==> src/rtl/bus_addr_dec_fsm_pkg.sv <==
// Shared definitions for the registered bus address decoder: FSM states, error codes,
// and the default location of the slot index field inside s_addr.
package bus_addr_dec_fsm_pkg;

  typedef enum logic [1:0] {
    ST_IDLE   = 2'd0,
    ST_ACCESS = 2'd1,
    ST_ERR    = 2'd2
  } dec_state_t;

  typedef enum logic [1:0] {
    ERR_NONE  = 2'b00,
    ERR_UNMAP = 2'b01,
    ERR_TO    = 2'b10
  } err_code_t;

  localparam int DEF_IDX_MSB = 31;
  localparam int DEF_IDX_LSB = 29;

endpackage

==> src/rtl/bus_dec_timer.sv <==
// Access watchdog: counts enabled cycles and flags the last permitted one (count == TIMEOUT-1).
// Latency: o_expire is combinational on the current count; no backpressure.
module bus_dec_timer #(
  parameter int TO_W    = 8,
  parameter int TIMEOUT = 255
) (
  input  logic i_clk,
  input  logic i_reset_n,
  input  logic i_clr,
  input  logic i_en,
  output logic o_expire
);

  localparam logic [TO_W-1:0] LP_LAST = TO_W'(TIMEOUT - 1);

  logic [TO_W-1:0] r_cnt;

  always_ff @(posedge i_clk) begin
    if (!i_reset_n || i_clr) begin
      r_cnt <= '0;
    end else if (i_en) begin
      r_cnt <= r_cnt + 1'b1;
    end
  end

  assign o_expire = i_en && (r_cnt == LP_LAST);

endmodule

==> src/rtl/bus_addr_dec_fsm.sv <==
// Registered slave decoder with access FSM; slave-timeout error built under `BUS_ADDR_DEC_TIMEOUT_EN.
// Latency: decode-to-cs 1 clk, selected ready passed through combinationally; master holds s_as_ until m_rdy_.
module bus_addr_dec_fsm
  import bus_addr_dec_fsm_pkg::*;
#(
  parameter int                 SLV_NUM = 8,
  parameter int                 IDX_MSB = DEF_IDX_MSB,
  parameter int                 IDX_LSB = DEF_IDX_LSB,
  parameter logic [SLV_NUM-1:0] SLV_MAP = '1,
  parameter int                 TIMEOUT = 255,
  parameter int                 TO_W    = 8
) (
  input  logic               clk,
  input  logic               reset_,
  input  logic [31:0]        s_addr,
  input  logic               s_as_,
  input  logic [SLV_NUM-1:0] slv_rdy_,
  output logic [SLV_NUM-1:0] s_cs_,
  output logic               m_rdy_,
  output logic               m_err,
  output logic [31:0]        err_addr,
  output logic [1:0]         err_code
);

  localparam int IW = IDX_MSB - IDX_LSB + 1;

  dec_state_t         r_state;
  logic [SLV_NUM-1:0] r_cs_n;
  logic [31:0]        r_err_addr;
  err_code_t          r_err_code;

  logic [IW-1:0]      w_idx;
  logic               w_hit;
  logic [SLV_NUM-1:0] w_dec_n;
  logic               w_sel_rdy_n;
  logic               w_done;
  logic               w_expire;
  logic [31:0]        w_to_addr;

  assign w_idx = s_addr[IDX_MSB:IDX_LSB];

  // Indices beyond SLV_NUM never match any slot, so they fall through as unmapped.
  always_comb begin
    w_hit   = 1'b0;
    w_dec_n = '1;
    for (int i = 0; i < SLV_NUM; i++) begin
      if (w_idx == IW'(i) && SLV_MAP[i]) begin
        w_hit      = 1'b1;
        w_dec_n[i] = 1'b0;
      end
    end
  end

  // The registered chip selects double as the ready-mux select: only the low cs lane passes.
  assign w_sel_rdy_n = &(slv_rdy_ | r_cs_n);
  assign w_done      = (r_state == ST_ACCESS) && !s_as_ && !w_sel_rdy_n;

`ifdef BUS_ADDR_DEC_TIMEOUT_EN
  logic [31:0] r_to_addr;

  bus_dec_timer #(
    .TO_W    (TO_W),
    .TIMEOUT (TIMEOUT)
  ) u_timer (
    .i_clk     (clk),
    .i_reset_n (reset_),
    .i_clr     (r_state != ST_ACCESS),
    .i_en      (r_state == ST_ACCESS),
    .o_expire  (w_expire)
  );

  always_ff @(posedge clk) begin
    if (!reset_) begin
      r_to_addr <= '0;
    end else if (r_state == ST_IDLE && !s_as_) begin
      r_to_addr <= s_addr;
    end
  end

  assign w_to_addr = r_to_addr;
`else
  logic w_unused_cfg;

  assign w_expire     = 1'b0;
  assign w_to_addr    = s_addr;
  assign w_unused_cfg = (TIMEOUT == 0) ^ (TO_W == 0);
`endif

  always_ff @(posedge clk) begin
    if (!reset_) begin
      r_state    <= ST_IDLE;
      r_cs_n     <= '1;
      r_err_addr <= '0;
      r_err_code <= ERR_NONE;
    end else begin
      case (r_state)
        ST_IDLE: begin
          r_cs_n <= '1;
          if (!s_as_) begin
            if (w_hit) begin
              r_state <= ST_ACCESS;
              r_cs_n  <= w_dec_n;
            end else begin
              r_state    <= ST_ERR;
              r_err_addr <= s_addr;
              r_err_code <= ERR_UNMAP;
            end
          end
        end
        ST_ACCESS: begin
          // Completion and master abort both beat an expiry landing on the same cycle.
          if (s_as_ || !w_sel_rdy_n) begin
            r_state <= ST_IDLE;
            r_cs_n  <= '1;
          end else if (w_expire) begin
            r_state    <= ST_ERR;
            r_cs_n     <= '1;
            r_err_addr <= w_to_addr;
            r_err_code <= ERR_TO;
          end
        end
        ST_ERR: begin
          r_state <= ST_IDLE;
          r_cs_n  <= '1;
        end
        default: begin
          r_state <= ST_IDLE;
          r_cs_n  <= '1;
        end
      endcase
    end
  end

  assign s_cs_    = r_cs_n;
  assign m_rdy_   = !(w_done || (r_state == ST_ERR));
  assign m_err    = (r_state == ST_ERR);
  assign err_addr = r_err_addr;
  assign err_code = r_err_code;

endmodule

==> config.mk <==
export PLATFORM = sky130hd
export DESIGN_NAME = bus_addr_dec_fsm
export DESIGN_NICKNAME = d
export VERILOG_FILES = /design/src/rtl/bus_addr_dec_fsm_pkg.sv /design/src/rtl/bus_dec_timer.sv /design/src/rtl/bus_addr_dec_fsm.sv
export SDC_FILE = /design/constraint.sdc
export NUM_CORES = 1
export LEC_CHECK = 0
export ABC_AREA = 0
export BUFFER_PORTS_ARGS = -buffer_cell sky130_fd_sc_hd__buf_2
export CORE_UTILIZATION = 30
export DETAILED_ROUTE_END_ITERATION = 10
export GPL_TIMING_DRIVEN = 0
export PLACE_DENSITY_LB_ADDON = 0.12
export SYNTH_ARGS = -nofsm -noshare
export SYNTH_HDL_FRONTEND = slang
export SYNTH_HIERARCHICAL = 1
export SYNTH_SLANG_ARGS = --single-unit
==> constraint.sdc <==
create_clock -name clk -period 4.4 [get_ports clk]
set_input_delay 0.22 -clock clk [delete_from_list [all_inputs] [get_ports clk]]
set_output_delay 0.22 -clock clk [all_outputs]
set_load 0.01 [all_outputs]
==> metrics.md <==
| Metric | Value |
|---|---|
| Max IR drop VDD | 175 uV |
| Reg clk slew, reported paths | 0.07 ns |
| PortBufs | 55 |
| Hold Slack | 0.285 ns |
| CP Data Required Time | 4.18 ns |
| Power Density | 373 mW/mm^2 |
| Max Slew Vio Count | 0 |
| Number of global-route vias before repair | 853 |
| Die width | 68.3 um |
| Worst-Skew Late Latency | 0.28 ns |
| Fin util | 42.3% |
| Post-route insts no fill | 228 |
| Starting DRC count in detailed routing | 69 |
| Place WS | 2.77 ns |
| Fmax | 0.515 GHz |
| Synth area leader | dfxtp_1 |
| Initial antenna violation count | 0 |
| Area growth syn-to-layout | 32.1% |
| Distinct cells, synth | 21 |
| Total I/O pin count | 87 |
| Via count | 984 |
| Hold wc startpoint | s_addr[29] |
| # H-tree levels | 2 |
| Total gr overflow | 0 |
| Final design instance area without fill | 0.00174 sq mm |
| Share of the synthesized area in the top cell type | 65.3% |
| Root Driver | clkbuf_8 |
| Hold Crit Class | in -> reg |
| Max_cap viols | 0 |
| Core ar. | 0.00412 sq mm |
| Static leakage | 0.819 nW |
| R2R depth | 4 |
| Synth Area in Compound Gates | 8.07% |
| Post-CTS Hold Fix Bufs | 0 |
| Post-Synth Simple-Gate Area | 23.7% |
| Mapped Avg Cell Area | 11.6 sq um |
| Clock sinks | 43 |
| Final hold violations | 0 |
| Initial core utilization | 32.0% |
| Largest family of logic cells by synthesized area | simple AND/OR/NAND/NOR gates |
| HPWL Detailed | 1.86 mm |
| Placed Instance Area | 0.00166 sq mm |
| Worst EP arrival | 1.72 ns |
| Crit path max fanout | 10 |
| Outcome | finished clean |
| Clock skew | 0.000345 ns |
| R2r setup slk | 2.88 ns |
| Area of the mapped netlist | 0.00132 sq mm |
| CP Capture Type | output port |
| Share of layout cells above drive strength 1 | 36.0% |
| Hold path endpoint | s_cs_[7] |
| Worst R2R Start | s_cs_[2] |
| RSZ-0062 raised after global routing | no |
| R2R Path End | s_cs_[0] |
| Final ANT Viol Nets | 0 |
| Drt total wl | 2.61 mm |
| # setup viols final | 0 |
| Cells after Synth | 114 |
| Height of the die | 68.3 um |
| Worst setup SP type | register |
| First-pass GRT wire length | 3.88 mm |
| Ys Warns | 6 |
| Longest Clk Path Bufs | 2 |
| Share of the clock period used by the worst path | 44.1% |
| Largest net degree at the start of global routing | 13 |
| CP Class | reg -> out |
| Layout Nets | 220 |
| Placer Congestion | 0.768 |
| Post-Synth Adder-Cell Area | 0% |
| Commonest cells after routing, fill and taps aside | buf_2 (55), dfxtp_1 (43), and2_1 (33), o31a_1 (8), clkbuf_1 (6) |
| Minimum clock period | 1.94 ns |
| Total track usage | 11.7% |
| Mux cell area share after synthesis | 0% |
| Die area | 0.00466 sq mm |
| Via density | 4.32 |
| Post-route setup TNS | 0 ns |
| Row cnt | 23 |
| Initial DRT Pass Iterations | 4 |
| Diode count | 0 |
| Dominant cells by area after synthesis | dfxtp_1 (65%), and2_1 (16%), o31a_1 (5.3%) |
| Overall Power | 0.650 mW |
| Post-Synth XOR/XNOR Area | 0% |
| CTS tree | yes |
| Cell depth of the worst hold path | 3 |
| Placed insts | 220 |
| #FFs+latches synth | 43 |
| Most common cell after layout, fill and taps aside | buf_2 |
| # DRC | 0 |
| CTS buffer count | 5 |
| Cts repair resizes | 0 |
| Post-CTS setup buffer count | 0 |
| Post-synthesis sequential area ratio | 65.3% |
| Setup ws final | 2.46 ns |
| Per-cell routed wire length | 11.4 um |
## worst max-delay path by stage
stage | depth (start not counted) | endpoint | start | slack [ns]
after floorplan | 4 | m_rdy_ | s_cs_[2] | 2.78
after global placement | 5 | m_rdy_ | s_cs_[2] | 2.77
after detailed placement | 5 | m_rdy_ | s_cs_[2] | 2.77
after CTS | 5 | m_rdy_ | s_cs_[2] | 2.45
after global routing | 5 | m_rdy_ | s_cs_[2] | 2.38
final | 5 | m_rdy_ | s_cs_[2] | 2.46
## flip-flops by register name (all words and copies together) (netlist names)
register and cells:
err_addr 32, err_code 1, r_state 2, s_cs_ 8
## report_power, final
| group | switching (mW) | total [mW] | leakage, nW | internal [mW] |
|---|---|---|---|---|
| Clock | 0.122 | 0.233 | 0.0422 | 0.111 |
| Sequential | 0.00147 | 0.392 | 0.347 | 0.390 |
| Combinational | 0.0139 | 0.0243 | 0.430 | 0.0104 |
## synthesized netlist by cell type
cell	instances
nand3_1	1
o31a_1	8
nor4_1	1
or4_4	1
dfxtp_1	43
buf_4	1
a31oi_1	1
a21oi_1	1
conb_1	1
clkbuf_1	4
and3b_1	1
nor2_1	1
nand4_1	2
nor2b_1	1
and2_1	33
nand4b_1	2
o22ai_1	4
nor4b_1	1
nor3b_1	1
buf_6	1
nand2_1	5
## metal layers
layer	share of wire, %	up-vias	track usage [%]
met1	46	428	13.7
met2	42	44	16.9
met5	0	-	0
met4	2.9	0	9.38
li1	-	505	-
met3	9.1	7	4.33
## critical path, cell delays in order (launching register included)
cell     delay (ns)
dfxtp_1        0.36
o22ai_1        0.10
or4_4          0.53
buf_6          0.15
a31oi_1        0.14
buf_2          0.15
## cells by family (layout without fill, tap and decap cells)
group	count (synthesis)	in the layout
AO/OA/AOI/OAI	14	14
buffers and inverters	6	69
flip-flops	43	43
other	1	2
AND/OR/NAND/NOR	50	50
## area by class of cell
type / count / area, sq um
Tap cell: 50 / 62.6
Clock inverter: 1 / 5.00
Multi-Input combinational cell: 66 / 427
Fill cell: 409 / 2370
Clock buffer: 7 / 76.3
Buffer: 6 / 33.8
Timing Repair Buffer: 55 / 275
Sequential cell: 43 / 861
Note: power is estimated with default switching activity, not from simulation.
